--- src/rtl/mult_pkg.sv ---
// Shared definitions for the 4x4 multiplier datapath: operand-half width,
// step count and the recombiner FSM encoding.
package mult_pkg;
  localparam int HALF_W_DEFAULT = 2;
  localparam int STEPS          = 4;

  typedef enum logic [1:0] {
    IDLE    = 2'd0,
    COLLECT = 2'd1,
    DONE    = 2'd2
  } state_e;
endpackage

--- src/rtl/pp_shift_add.sv ---
// Combinational shift-accumulate of one partial product: the partial product
// is weighted by HALF_W * (sel_a + sel_b) and added to the running sum.
module pp_shift_add #(
  parameter int HALF_W = mult_pkg::HALF_W_DEFAULT
) (
  input  logic [4*HALF_W-1:0] acc,
  input  logic [2*HALF_W-1:0] pp,
  input  logic                sel_a,
  input  logic                sel_b,
  output logic [4*HALF_W-1:0] acc_next
);
  localparam int PP_W  = 2 * HALF_W;
  localparam int OUT_W = 4 * HALF_W;

  logic [OUT_W-1:0] pp_ext_s;
  logic [OUT_W-1:0] pp_shifted_s;

  // Weight the zero-extended partial product by its half-pair position.
  always_comb begin
    pp_ext_s     = {{(OUT_W-PP_W){1'b0}}, pp};
    pp_shifted_s = pp_ext_s;
    case ({sel_a, sel_b})
      2'b00:        pp_shifted_s = pp_ext_s;
      2'b01, 2'b10: pp_shifted_s = pp_ext_s << HALF_W;
      2'b11:        pp_shifted_s = pp_ext_s << (2 * HALF_W);
      default:      pp_shifted_s = pp_ext_s;
    endcase
    acc_next = acc + pp_shifted_s;
  end
endmodule

--- src/rtl/product_assembler.sv ---
// Steps a shared 2x2 multiplier through the four operand half-pairs and
// shift-accumulates the accepted partial products into the full product.
module product_assembler
  import mult_pkg::*;
#(
  parameter int HALF_W = HALF_W_DEFAULT
) (
  input  logic                clk,
  input  logic                rst,
  input  logic                start,
  input  logic                pp_valid,
  input  logic [2*HALF_W-1:0] pp,
  output logic                pp_ready,
  output logic                sel_a,
  output logic                sel_b,
  output logic                busy,
  output logic                done,
  output logic [4*HALF_W-1:0] product
);
  localparam int OUT_W = 4 * HALF_W;
  localparam logic [1:0] LAST_IDX = 2'(STEPS - 1);

  state_e           state_q, state_d;
  logic [1:0]       idx_q, idx_d;
  logic [OUT_W-1:0] acc_q, acc_d;
  logic             pp_ready_q, pp_ready_d;
  logic             busy_q, busy_d;
  logic             done_q, done_d;
  logic [OUT_W-1:0] acc_sum_s;

  pp_shift_add #(.HALF_W(HALF_W)) u_shift_add (
    .acc      (acc_q),
    .pp       (pp),
    .sel_a    (idx_q[1]),
    .sel_b    (idx_q[0]),
    .acc_next (acc_sum_s)
  );

  // Next-state, accumulator and index update; flag outputs follow the next state.
  always_comb begin
    state_d = state_q;
    idx_d   = idx_q;
    acc_d   = acc_q;
    case (state_q)
      IDLE: begin
        if (start) begin
          acc_d   = {OUT_W{1'b0}};
          idx_d   = 2'd0;
          state_d = COLLECT;
        end else begin
          state_d = IDLE;
        end
      end
      COLLECT: begin
        if (pp_valid) begin
          acc_d = acc_sum_s;
          idx_d = idx_q + 2'd1;
          if (idx_q == LAST_IDX) begin
            state_d = DONE;
          end else begin
            state_d = COLLECT;
          end
        end else begin
          state_d = COLLECT;
        end
      end
      DONE:    state_d = IDLE;
      default: state_d = IDLE;
    endcase
    pp_ready_d = (state_d == COLLECT);
    busy_d     = (state_d == COLLECT);
    done_d     = (state_d == DONE);
  end

  // State and registered outputs; reset discards any partial sum.
  always_ff @(posedge clk or posedge rst) begin
    if (rst) begin
      state_q    <= IDLE;
      idx_q      <= 2'd0;
      acc_q      <= {OUT_W{1'b0}};
      pp_ready_q <= 1'b0;
      busy_q     <= 1'b0;
      done_q     <= 1'b0;
    end else begin
      state_q    <= state_d;
      idx_q      <= idx_d;
      acc_q      <= acc_d;
      pp_ready_q <= pp_ready_d;
      busy_q     <= busy_d;
      done_q     <= done_d;
    end
  end

  assign pp_ready = pp_ready_q;
  assign busy     = busy_q;
  assign done     = done_q;
  assign sel_a    = idx_q[1];
  assign sel_b    = idx_q[0];
  assign product  = acc_q;
endmodule

--- config.mk ---
export PLATFORM = sky130hd
export DESIGN_NAME = product_assembler
export DESIGN_NICKNAME = d
export VERILOG_FILES = /design/src/rtl/mult_pkg.sv /design/src/rtl/pp_shift_add.sv /design/src/rtl/product_assembler.sv
export SDC_FILE = /design/constraint.sdc
export NUM_CORES = 1
export LEC_CHECK = 0
export ABC_AREA = 1
export BUFFER_PORTS_ARGS = -buffer_cell sky130_fd_sc_hd__buf_2
export CAP_MARGIN = 10
export CORE_MARGIN = 5
export CORE_UTILIZATION = 25
export DETAILED_ROUTE_END_ITERATION = 10
export GPL_ROUTABILITY_DRIVEN = 0
export HOLD_SLACK_MARGIN = 0.05
export PLACE_DENSITY_LB_ADDON = 0.25
export SKIP_LAST_GASP = 1
export SYNTH_ARGS = -nofsm -noshare
export SYNTH_HDL_FRONTEND = slang
export SYNTH_HIERARCHICAL = 1
export SYNTH_SLANG_ARGS = --single-unit
--- constraint.sdc ---
create_clock -name clk -period 2.5 [get_ports clk]
set_input_delay 0 -clock clk [delete_from_list [all_inputs] [get_ports clk]]
set_output_delay 0 -clock clk [all_outputs]
set_load 0.005 [all_outputs]
Word level (Yosys, flattened, before mapping)
Cells that the tools add are included.
{"block": "classes", "muxes": 11, "n_reduce_logical": 5, "eq_ne": 8, "addsub": 2}
{"operator": "$pmux 8 s3", "n": 1}
{"operator": "$mux 8", "n": 2}
{"operator": "$pmux 8 s2", "n": 1}
{"operator": "$add 8x8->8", "n": 1}
{"operator": "$mux 2", "n": 4}
{"operator": "$pmux 2 s2", "n": 2}
{"operator": "$eq 2x1->1 const B", "n": 3}
{"operator": "$eq 2x2->1 const B", "n": 3}
{"operator": "$logic_not 2->1", "n": 2}
{"operator": "$ne 2x2->1 const B", "n": 2}
{"operator": "$reduce_and 3->1", "n": 1}
{"operator": "$add 2x1->2 const B", "n": 1}
{"operator": "$reduce_bool 2->1", "n": 1}
{"operator": "$reduce_or 2->1", "n": 1}
{"operator": "$mux 1", "n": 1}
{"block": "totals", "ff_bits": 14, "output_inout_bits": 13, "wordCells": 31, "inputBits": 8}

Depth between registers and ports, before layout
Gate-level depths: netlist of run 1.
{"block": "logic_depth", "word_depth": 6, "depth_mapped": 16, "mapped_depth_nobuf": 16}

Modules after synthesis
The synthesis of run 1 kept the hierarchy.
{"mod": "product_assembler", "cells_per_inst": 81, "instances": 1, "seq_area_each_um2": 350.3, "area_per_inst_um2": 655.6}
{"mod": "pp_shift_add", "cells_per_inst": 79, "instances": 1, "seq_area_each_um2": 0.0, "area_per_inst_um2": 441.7}

Worst setup path before layout of run 1
OpenSTA, ideal clock, no wires.
{"block": "synth_timing", "path_kind": "register to register", "startpoint": "register idx_q[1]", "endpoint": "register acc_q[7] (netlist: product[7])", "arrival_time_ps": 1852, "period_less_slack_ps": 1968, "path_stages_with_launch": 17, "slack_ps": 532, "setup_time_ps": 117, "required_time_ps": 2383, "n_path_buf": 0, "path_cell_list": "dfrtp_1 -> inv_1 -> ha_1 -> inv_1 -> nand2_1 -> o22ai_1 -> ha_1 -> nand2_1 -> inv_1 -> a21oi_2 -> nand2_1 -> nand2_1 -> nand2_1 -> inv_1 -> nor2_1 -> nand2_1 -> nand2_1"}
{"block": "synth_via", "elab_chain_cells": 6, "elab_cells_between_ends": 9, "cone_classes": "add/sub (1); eq/ne (3); mux (3); reduce/logical (2)"}
{"item": "from (decl)", "line_no": "product_assembler.sv:24", "source": "logic [1:0] idx_q, idx_d;"}
{"item": "from (signal assigned)", "line_no": "product_assembler.sv:86", "source": "idx_q <= idx_d;"}
{"item": "$eq 2x1->1 or $eq 2x2->1 (tied branches)", "line_no": "pp_shift_add.sv:22", "source": "case ({sel_a, sel_b})"}
{"item": "$reduce_or 2->1", "line_no": "pp_shift_add.sv:22"}
{"item": "$pmux 8 s3 (*)", "line_no": "pp_shift_add.sv:22"}
{"item": "$add 8x8->8 (*)", "line_no": "pp_shift_add.sv:28", "source": "acc_next = acc + pp_shifted_s;"}
{"item": "named net acc_sum_s[7]", "line_no": "product_assembler.sv:29", "source": "logic [OUT_W-1:0] acc_sum_s;"}
{"item": "$mux 8 (*)", "line_no": "product_assembler.sv:55", "source": "if (pp_valid) begin"}
{"item": "$pmux 8 s2 (*)", "line_no": "product_assembler.sv:44", "source": "case (state_q)"}
{"item": "to (signal assigned)", "line_no": "product_assembler.sv:80", "source": "acc_q <= {OUT_W{1'b0}};"}
{"item": "to (decl)", "line_no": "product_assembler.sv:25", "source": "logic [OUT_W-1:0] acc_q, acc_d;"}
Mark *: on every way through the listed nets, which the timed path passes. The rest lies on a longest branch. The select of a mux whose other input is x is not followed.
A chain may end at the register's enable or synchronous reset.

Worst setup path after layout of run 1
Same ends and word-level chain as after synthesis.

==> results.json, run 1 <==
{
  "path_class": "reg -> reg",
  "cts_root_buf": "clkbuf_8",
  "avgSynthCellArea_um2": 6.858,
  "wire_per_inst_um": 10.45,
  "cp-end-kind": "register",
  "ios": 21,
  "cts.sinks": 14,
  "coreArea_um2": 4294,
  "dr.pass1.iters": 4,
  "num_antenna_cells": 0,
  "maxCapViolations": 0,
  "skew_ns": 0.003568,
  "nNetsFinal": 203,
  "grt_max_degree": 15,
  "via_per_inst": 4.251,
  "fin_util_pct": 30.48,
  "clockBufferDepth": 2,
  "peakVddDrop_mv": 0.3580,
  "critical_path_arrival_ns": 2.38,
  "die_h_um": 76.25,
  "synth_top_cell_by_area": "dfrtp_1",
  "drc": 0,
  "worst_skew_pair.late_latency_ns": 0.24,
  "grt_pass1_vias": 983,
  "cp_num_buf_inv": 4,
  "grt_use_total_pct": 9.314,
  "antenna_left": 0,
  "cts_buffers": 3,
  "drv_slew": 0,
  "p_leak_uw": 0.0008121,
  "max_stage_delay_ns": 0.40,
  "fmax_mhz": 443.9,
  "relSlewSlack_pct": 62.67,
  "synth.area.top_cells": "dfrtp_1 (32%), nand2_1 (18%), ha_1 (11%), inv_1 (11%), nand3_1 (7.8%)",
  "gr-total-overflow": 0,
  "vias": 999,
  "path_delay_family": "simple AND/OR/NAND/NOR gates",
  "drive_above_1_share_pct": 16.39,
  "regArea_um2": 351.6,
  "tritoncts": "done",
  "period_share_pct": 90.11,
  "ys_ff_latch": 14,
  "dieArea_um2": 5814,
  "finalSetupViolations": 0,
  "wirelength_um": 2456,
  "syn_nets": 179,
  "multi_input_area_um2": 589.3,
  "drtIter0Drc": 57,
  "worstPathMaxFanout": 5,
  "hold_viol": 0,
  "fillers": 491,
  "rsz0062_at_grt": "no",
  "portBuffers": 20,
  "synth_cell_types": 19,
  "rows": 24,
  "netlist_area_um2": 1097,
  "h-tree-depth": 1,
  "area_growth_pct": 19.27,
  "cpMaxStageDelayCell": "dfrtp_1",
  "power.density_nw_per_um2": 1166,
  "postSynthCellCount": 160,
  "initial_core_util_pct": 25.55,
  "antenna_found_initial": 0,
  "status": "complete, no violations",
  "dieWidth_um": 76.25,
  "crit_required_ns": 2.63,
  "ys_seq_area_share_pct": 31.93,
  "period_needed_ns": 2.253,
  "hold_path_class": "in -> reg",
  "path_cells": "inv_1 -> ha_1 -> inv_1 -> nand2_1 -> o22ai_1 -> ha_1 -> nand2_1 -> inv_1 -> a21oi_2 -> nand2_1 -> nand2_1 -> nand2_1 -> inv_1 -> nor2_1 -> nand2_1 -> nand2_1",
  "cpMostUsedCell": "nand2_1",
  "fin_tns_setup_ns": 0,
  "dp_hpwl_um": 1983,
  "grt_pass1_wl_um": 4588,
  "tightest_slew_ns": 0.5594,
  "startpoint_type": "register",
  "synth_warnings": 6,
  "yosys.area.top_type_share_pct": 31.93,
  "clkTransAtPathRegs_ns": 0.06
}
## final timing paths
kind                             from          to  slack [ns]  depth (start not counted)
setup / recovery             idx_q[1]  product[7]        0.25                         16
setup reg to reg             idx_q[1]  product[7]        0.25                         16
max in group asynchronous         rst    idx_q[0]        1.74                          3
hold reg to reg            product[6]  product[6]        0.56                          2
hold / removal                  start  state_q[0]        0.15                          3
min in group asynchronous         rst        busy        0.36                          3
## cell usage after synthesis
library cell,n
a21oi_1,1
a21oi_2,1
buf_4,2
buf_6,2
dfrtp_1,14
fa_1,1
ha_1,10
inv_1,32
nand2_1,53
nand2_2,2
nand3_1,17
nand3_2,1
nand3b_1,1
nand4_1,1
nor2_1,14
o22ai_1,4
or2_1,1
xnor2_1,1
xor2_1,2
## state kept, by name (all words and copies together), names as in the netlist
| signal | flops |
|---|---|
| idx_q | 2 |
| busy | 1 |
| product | 8 |
| done | 1 |
| state_q | 2 |
## cell usage in the layout, fill, tap and decap left out, drive strengths merged
| cell | netlist | layout |
|---|---|---|
| a21oi | 2 | 2 |
| buf | 4 | 21 |
| clkbuf | 0 | 4 |
| dfrtp | 14 | 14 |
| dlygate4sd3 | 0 | 2 |
| fa | 1 | 1 |
| ha | 10 | 10 |
| inv | 32 | 32 |
| nand2 | 55 | 55 |
| nand3 | 18 | 18 |
| nand3b | 1 | 1 |
| nand4 | 1 | 1 |
| nor2 | 14 | 14 |
| o22ai | 4 | 4 |
| or2 | 1 | 1 |
| xnor2 | 1 | 1 |
| xor2 | 2 | 2 |
## per-stage QoR
stage | cells | power, µW | hold WS [ns] | cell area, µm² | worst slack, ns
final | 235 | 1526 | 0.1475 | 1309 | 0.2473
after CTS | 234 | 1531 | 0.1619 | 1300 | 0.2439
after floorplan | 160 | 1100 | -0.1108 | 1097 | 0.5318
after detailed placement | 228 | 1299 | 0.08790 | 1225 | 0.2594
after global placement | 228 | 1324 | 0.08664 | 1225 | 0.2710
after global routing | 235 | 1723 | 0.1926 | 1309 | 0.01339
## per-layer routing
metal | share of wire [%] | vias to the layer above | track usage, %
met5 | 0 | - | 0
met4 | 0.57 | 0 | 2.622
met3 | 3.5 | 2 | 1.537
met2 | 44 | 13 | 14.55
met1 | 52 | 450 | 13.15
li1 | - | 534 | -
## cell families after synthesis
kind of cell,count (synthesis),synth area share (%)
flops,14,31.93
simple gates,90,34.55
xor+xnor,3,2.395
compound gates,6,3.534
fa+ha+maj,11,13.23
buf+inv,36,14.37
## tightest hold or removal path: stages
cell,delay [ns]
buf_2,0.08
nand2_2,0.16
nand2_1,0.11
## repair_timing
action                                 CTS  global route
resized for setup                        0             1
setup endpoints to repair                0             1
buffers inserted                         0             1
hold buffers                             2             0
endpoints found under the hold margin   15             0
## power by group
| part | switching (µW) | total [µW] | internal, µW |
|---|---|---|---|
| Combinational | 534 | 906 | 372 |
| Clock | 82.8 | 222 | 139 |
| Sequential | 82.6 | 398 | 315 |
| Total | 699 | 1530 | 827 |
## final cells by class
| cell class | instances | area share [%] |
|---|---|---|
| Tap cell | 52 | 4.971 |
| Clock buffer | 4 | 4.206 |
| Multi-Input combinational cell | 110 | 45.03 |
| Sequential cell | 14 | 26.86 |
| Inverter | 32 | 9.178 |
| Timing Repair Buffer | 23 | 9.751 |
Note: power is estimated with default switching activity, not from simulation.
==> run 2: changes to the inputs <==
Settings changed: CORE_MARGIN 5 to 2.
==> run 2 against run 1 <==
  * Non-clock buffer count decreased by 1
  * Flip-flop and latch count did not move
  * Clock power about the same
  * Via count is 2.5% higher
  * Cell area decreased by 0.48%
  * Register-to-register slack gained 0.04 ns
  * Highest routed layer unchanged
==> results.json, run 2 (synthesis results as in run 1) <==
{
  "area_growth_pct": 18.70,
  "vias": 1024,
  "cp-end-kind": "register",
  "antenna_left": 0,
  "period_needed_ns": 2.217,
  "grt_max_degree": 15,
  "status": "complete, no violations",
  "antenna_found_initial": 0,
  "skew_ns": 0.005010,
  "p_switching_uw": 713.5,
  "dr.pass1.iters": 4,
  "drv_slew": 0,
  "dieArea_um2": 4935,
  "grt_pass1_vias": 1033,
  "grt_use_met1_pct": 15.23,
  "relSlewSlack_pct": 63.42,
  "rsz0062_at_grt": "no",
  "worstPathMaxFanout": 5,
  "grt_pass1_wl_um": 4560,
  "startpoint_type": "register",
  "power.density_nw_per_um2": 1179,
  "peakVddDrop_mv": 0.3354,
  "gr-total-overflow": 0,
  "via_per_inst": 4.376,
  "critical_path_arrival_ns": 2.36,
  "worst_skew_pair.late_latency_ns": 0.25,
  "clock_power_share_pct": 14.7,
  "largest_register_ffs": 8,
  "period_share_pct": 88.70,
  "drive_above_1_share_pct": 16.48,
  "path_class": "reg -> reg",
  "fin_cells": 234,
  "dp_hpwl_um": 2037,
  "cpMaxStageDelayCell": "dfrtp_2",
  "cts_buffers": 3,
  "fmax_mhz": 451.0,
  "clockBufferDepth": 2,
  "finalSetupViolations": 0,
  "portBuffers": 20,
  "h-tree-depth": 1,
  "cpMostUsedCell": "nand2_1",
  "maxCapViolations": 0,
  "p_leak_uw": 0.0008056,
  "internal-power_uw": 821.8,
  "wirelength_um": 2552,
  "rows": 24,
  "wire_per_inst_um": 10.91,
  "fillers": 488,
  "grt_busiest_layer": "met2",
  "dieWidth_um": 70.25,
  "nNetsFinal": 202,
  "num_antenna_cells": 0,
  "final_common_cell": "nand2_1",
  "die_h_um": 70.25,
  "comb_power_share_pct": 59.1,
  "path_cells": "inv_1 -> ha_1 -> inv_1 -> nand2_1 -> o22ai_1 -> ha_1 -> nand2_1 -> nand2_1 -> a21oi_2 -> nand2_1 -> nand2_1 -> nand2_1 -> inv_1 -> nor2_1 -> nand2_1 -> nand2_1",
  "max_stage_delay_ns": 0.40,
  "drtIter0Drc": 54,
  "grt_use_total_pct": 11.59,
  "met3_usage_pct": 2.165,
  "initial_core_util_pct": 25.55,
  "switching_share_pct": 46.47,
  "drc": 0,
  "crit_required_ns": 2.64,
  "placed_cells": 228,
  "coreArea_um2": 4294,
  "hold_path_class": "in -> reg",
  "ios": 21,
  "cp_num_buf_inv": 3,
  "tightest_slew_ns": 0.5481,
  "hold_viol": 0,
  "fin_tns_setup_ns": 0,
  "cts_root_buf": "clkbuf_8",
  "layout_common_cells": "nand2_1 (53), inv_1 (32), buf_2 (20)",
  "pwr-share-seq_pct": 26.2,
  "path_delay_family": "simple AND/OR/NAND/NOR gates",
  "clkTransAtPathRegs_ns": 0.06,
  "post-cts-setup-buffer-count": 0,
  "tritoncts": "done",
  "grtUsageMet2_pct": 18.45,
  "cts.sinks": 14
}
-- run 2: cell types whose count changed in the layout (fill, tap and decap cells not counted), sizes merged --
cell,before,now
buf,21,20
-- run 2: final cells by class --
cell class / count / area, µm² / area share (%)
Multi-Input combinational cell: 110 / 589.3 / 45.24
Inverter: 32 / 120.1 / 9.222
Sequential cell: 14 / 352.8 / 27.09
Timing Repair Buffer: 22 / 120.1 / 9.222
Tap cell: 52 / 65.06 / 4.995
Clock buffer: 4 / 55.05 / 4.227
-- run 2: path summary, 6_finish.rpt --
path | start | end | cells past startpoint | slack, ns
setup reg to reg | idx_q[1] | product[7] | 16 | 0.28
hold reg to reg | product[2] | product[2] | 2 | 0.55
max in group asynchronous | rst | idx_q[0] | 3 | 1.77
hold / removal | start | busy | 3 | 0.15
min in group asynchronous | rst | product[4] | 3 | 0.34
setup / recovery | idx_q[1] | product[7] | 16 | 0.28
-- run 2: repair_timing --
| action | CTS | global route |
|---|---|---|
| setup endpoints to repair | 0 | 1 |
| gates resized for setup | 0 | 2 |
| hold buffers | 2 | 0 |
| hold endpoints to repair | 15 | 0 |
-- run 2: power groups by stage --
stage                     sequential, µW  combinational (µW)  clock, µW
final                                402                 908        225
after global routing                 419                1070        243
after CTS                            403                 921        232
after detailed placement             406                 910          0
after global placement               404                 920          0
after floorplan                      394                 706          0
-- run 2: stage by stage --
step                setup WS [ns]  power, µW  hold WS (ns)  util, %  instance area [µm²]
finish                     0.2826       1535        0.1539    30.33                 1303
CTS                        0.2386       1555        0.1604    30.27                 1300
detailed placement         0.2483       1316       0.08141    28.53                 1225
floorplan                  0.5318       1100       -0.1108        -                 1097
global placement           0.2694       1323       0.07745    28.53                 1225
global route              0.03292       1728        0.2040    30.33                 1303
-- run 2: worst min-delay path, delay by kind of cell --
family / cells / cell delay, ns
buf+inv: 1 / 0.08
simple gates: 2 / 0.29
-- run 2: metal layers --
layer  up-vias  wire, µm  share of wire, %
li1        530         -                 -
met1       468      1219                48
met2        21      1159                45
met3         5       121               4.7
met4         0        51               2.0
met5         -         0                 0
==> run 3: changes to the inputs <==
Settings changed: ABC_AREA 1 to default, CORE_UTILIZATION 25 to 50.
==> run 3 against run 2 <==
  * Non-clock buffer count rose by 1
  * Synthesized area up 2.7%
  * Critical path depth is 5 lower
  * Critical path type unchanged
  * Largest cell class unchanged
  * Highest routed layer unchanged
==> results.json, run 3 <==
{
  "initial_core_util_pct": 51.96,
  "worst_skew_pair.late_latency_ns": 0.28,
  "drtIter0Drc": 15,
  "dp_hpwl_um": 1653,
  "hold_path_class": "in -> reg",
  "antenna_found_initial": 0,
  "dieArea_um2": 2651,
  "post-place-ws_ns": 0.1146,
  "power.density_nw_per_um2": 1225,
  "ys_ff_latch": 14,
  "synth_commonest_cells": "nand2_1 (17), dfrtp_1 (14), inv_1 (14)",
  "portBuffers": 20,
  "cp_num_buf_inv": 1,
  "synth.most_common_cell": "nand2_1",
  "relSlewSlack_pct": 50.32,
  "fmax_mhz": 427.4,
  "postSynthCellCount": 118,
  "worstPathMaxFanout": 7,
  "grt_max_degree": 23,
  "coreArea_um2": 2170,
  "peakVddDrop_mv": 0.5822,
  "fillers": 211,
  "drive_above_1_share_pct": 30.94,
  "cpMaxStageDelayCell": "dfrtp_2",
  "finalSetupViolations": 0,
  "die_h_um": 51.49,
  "clockBufferDepth": 2,
  "nNetsFinal": 159,
  "dr.pass1.iters": 4,
  "p_leak_uw": 0.0006190,
  "vias": 890,
  "drv_slew": 0,
  "rows": 17,
  "wirelength_um": 2213,
  "regArea_um2": 352.8,
  "wire_per_inst_um": 13.25,
  "netlist_area_um2": 1127,
  "via_per_inst": 5.329,
  "drc": 0,
  "fin_util_pct": 59.28,
  "synth_enable_flop_cells": 0,
  "cts_root_buf": "clkbuf_4",
  "h-tree-depth": 1,
  "period_share_pct": 93.59,
  "dieWidth_um": 51.49,
  "rsz0062_at_grt": "no",
  "synth_ff_type": "dfrtp_1",
  "max_stage_delay_ns": 0.43,
  "skew_ns": 0.005946,
  "fin_tns_setup_ns": 0,
  "ios": 21,
  "tritoncts": "done",
  "path_cells": "inv_1 -> ha_1 -> and2_1 -> ha_1 -> fa_1 -> a21oi_2 -> o211ai_2 -> a21oi_2 -> xnor2_1 -> nand2_1 -> o221ai_2",
  "path_delay_family": "adder cells",
  "layout_common_cells": "buf_2 (20), nand2_1 (17), inv_1 (14)",
  "synth_top_cell_by_area": "dfrtp_1",
  "async_flop_share_pct": 100.0,
  "hold_viol": 0,
  "num_antenna_cells": 0,
  "maxCapViolations": 0,
  "cp-end-kind": "register",
  "synth_warnings": 6,
  "period_needed_ns": 2.340,
  "clkTransAtPathRegs_ns": 0.10,
  "critical_path_arrival_ns": 2.53,
  "area_growth_pct": 14.10,
  "tightest_slew_ns": 0.7452,
  "largest_register_ffs": 8,
  "syn_nets": 137,
  "antenna_left": 0,
  "finalWorstSetupSlack_ns": 0.1603,
  "gr-total-overflow": 0,
  "crit_required_ns": 2.69,
  "startpoint_type": "register",
  "ys_seq_area_share_pct": 31.08,
  "status": "complete, no violations",
  "cts_buffers": 3,
  "synth_cell_types": 29,
  "avgSynthCellArea_um2": 9.554,
  "final_common_cell": "buf_2",
  "path_class": "reg -> reg",
  "grt_pass1_wl_um": 3726,
  "multi_input_area_um2": 684.4,
  "cts.sinks": 14,
  "grt_use_total_pct": 18.18,
  "synth.area.top_cells": "dfrtp_1 (31%), ha_1 (11%), o221ai_2 (11%), nand3b_1 (6.7%), nand2_1 (5.7%)",
  "grt_pass1_vias": 826,
  "yosys.area.top_type_share_pct": 31.08
}
==> run 3: repair_timing <==
action                                  in CTS  in global routing
endpoints found under the hold margin       14                  0
hold buffers                                 1                  0
endpoints found under the setup margin       0                  3
gates resized for setup                      0                  2
buffers inserted                             0                  1
==> run 3: worst reg2reg max path, stage by stage (launching register included) <==
cell and delay (ns):
dfrtp_2 0.43, inv_1 0.06, ha_1 0.19, and2_1 0.16
ha_1 0.20, fa_1 0.43, a21oi_2 0.19, o211ai_2 0.10
a21oi_2 0.15, xnor2_1 0.12, nand2_1 0.08, o221ai_2 0.15
==> run 3: path summary, 6_finish.rpt <==
| check | from | endpoint | slack (ns) | depth (start not counted) |
|---|---|---|---|---|
| setup / recovery | idx_q[0] | product[6] | 0.16 | 11 |
| hold / removal | pp_valid | state_q[1] | 0.09 | 3 |
| setup reg to reg | idx_q[0] | product[6] | 0.16 | 11 |
| hold reg to reg | state_q[1] | state_q[1] | 0.48 | 1 |
| max in group asynchronous | rst | idx_q[0] | 1.78 | 3 |
| min in group asynchronous | rst | product[1] | 0.32 | 3 |
==> run 3: area by class of cell <==
type	count	area share, %
clock buffer	4	2.821
inverter	14	4.086
multi-input combinational	84	53.21
sequential	14	27.43
tap	28	2.724
timing repair buffer	23	9.728
==> run 3: metrics by stage <==
| step | instance area, µm² | instances | hold slack (ns) | total power [µW] |
|---|---|---|---|---|
| floorplan | 1127 | 118 | -0.1108 | 1198 |
| global placement | 1230 | 161 | 0.07968 | 1380 |
| detailed placement | 1230 | 161 | 0.07896 | 1399 |
| CTS | 1276 | 166 | 0.08833 | 1571 |
| global route | 1286 | 167 | 0.1099 | 1733 |
| finish | 1286 | 167 | 0.08594 | 1575 |
==> run 3: routing by layer <==
metal / GRT usage [%] / part of all wire, % / vias up
li1: - / - / 450
met1: 25.97 / 52 / 417
met2: 29.70 / 45 / 21
met3: 1.754 / 3.2 / 2
met4: 3.947 / 0.72 / 0
met5: 0 / 0 / -
==> run 3: kinds of logic (layout without fill, tap and decap cells) <==
family                     Yosys count  count (layout)  synth area share (%)
DFF                                 14              14                 31.08
and+or+nand+nor                     41              41                 19.31
buffers and inverters               20              41                 8.212
adders and majority gates           11              11                 12.87
AOI/OAI and AO/OA                   25              25                 23.09
xor gates and xnor gates             7               7                 5.439
==> run 3: power by group <==
group          leakage [µW]  switching [µW]  internal, µW
combinational      0.000426             503           467
sequential         0.000172             123           316
clock             0.0000210            77.8          88.4
total              0.000619             703           872
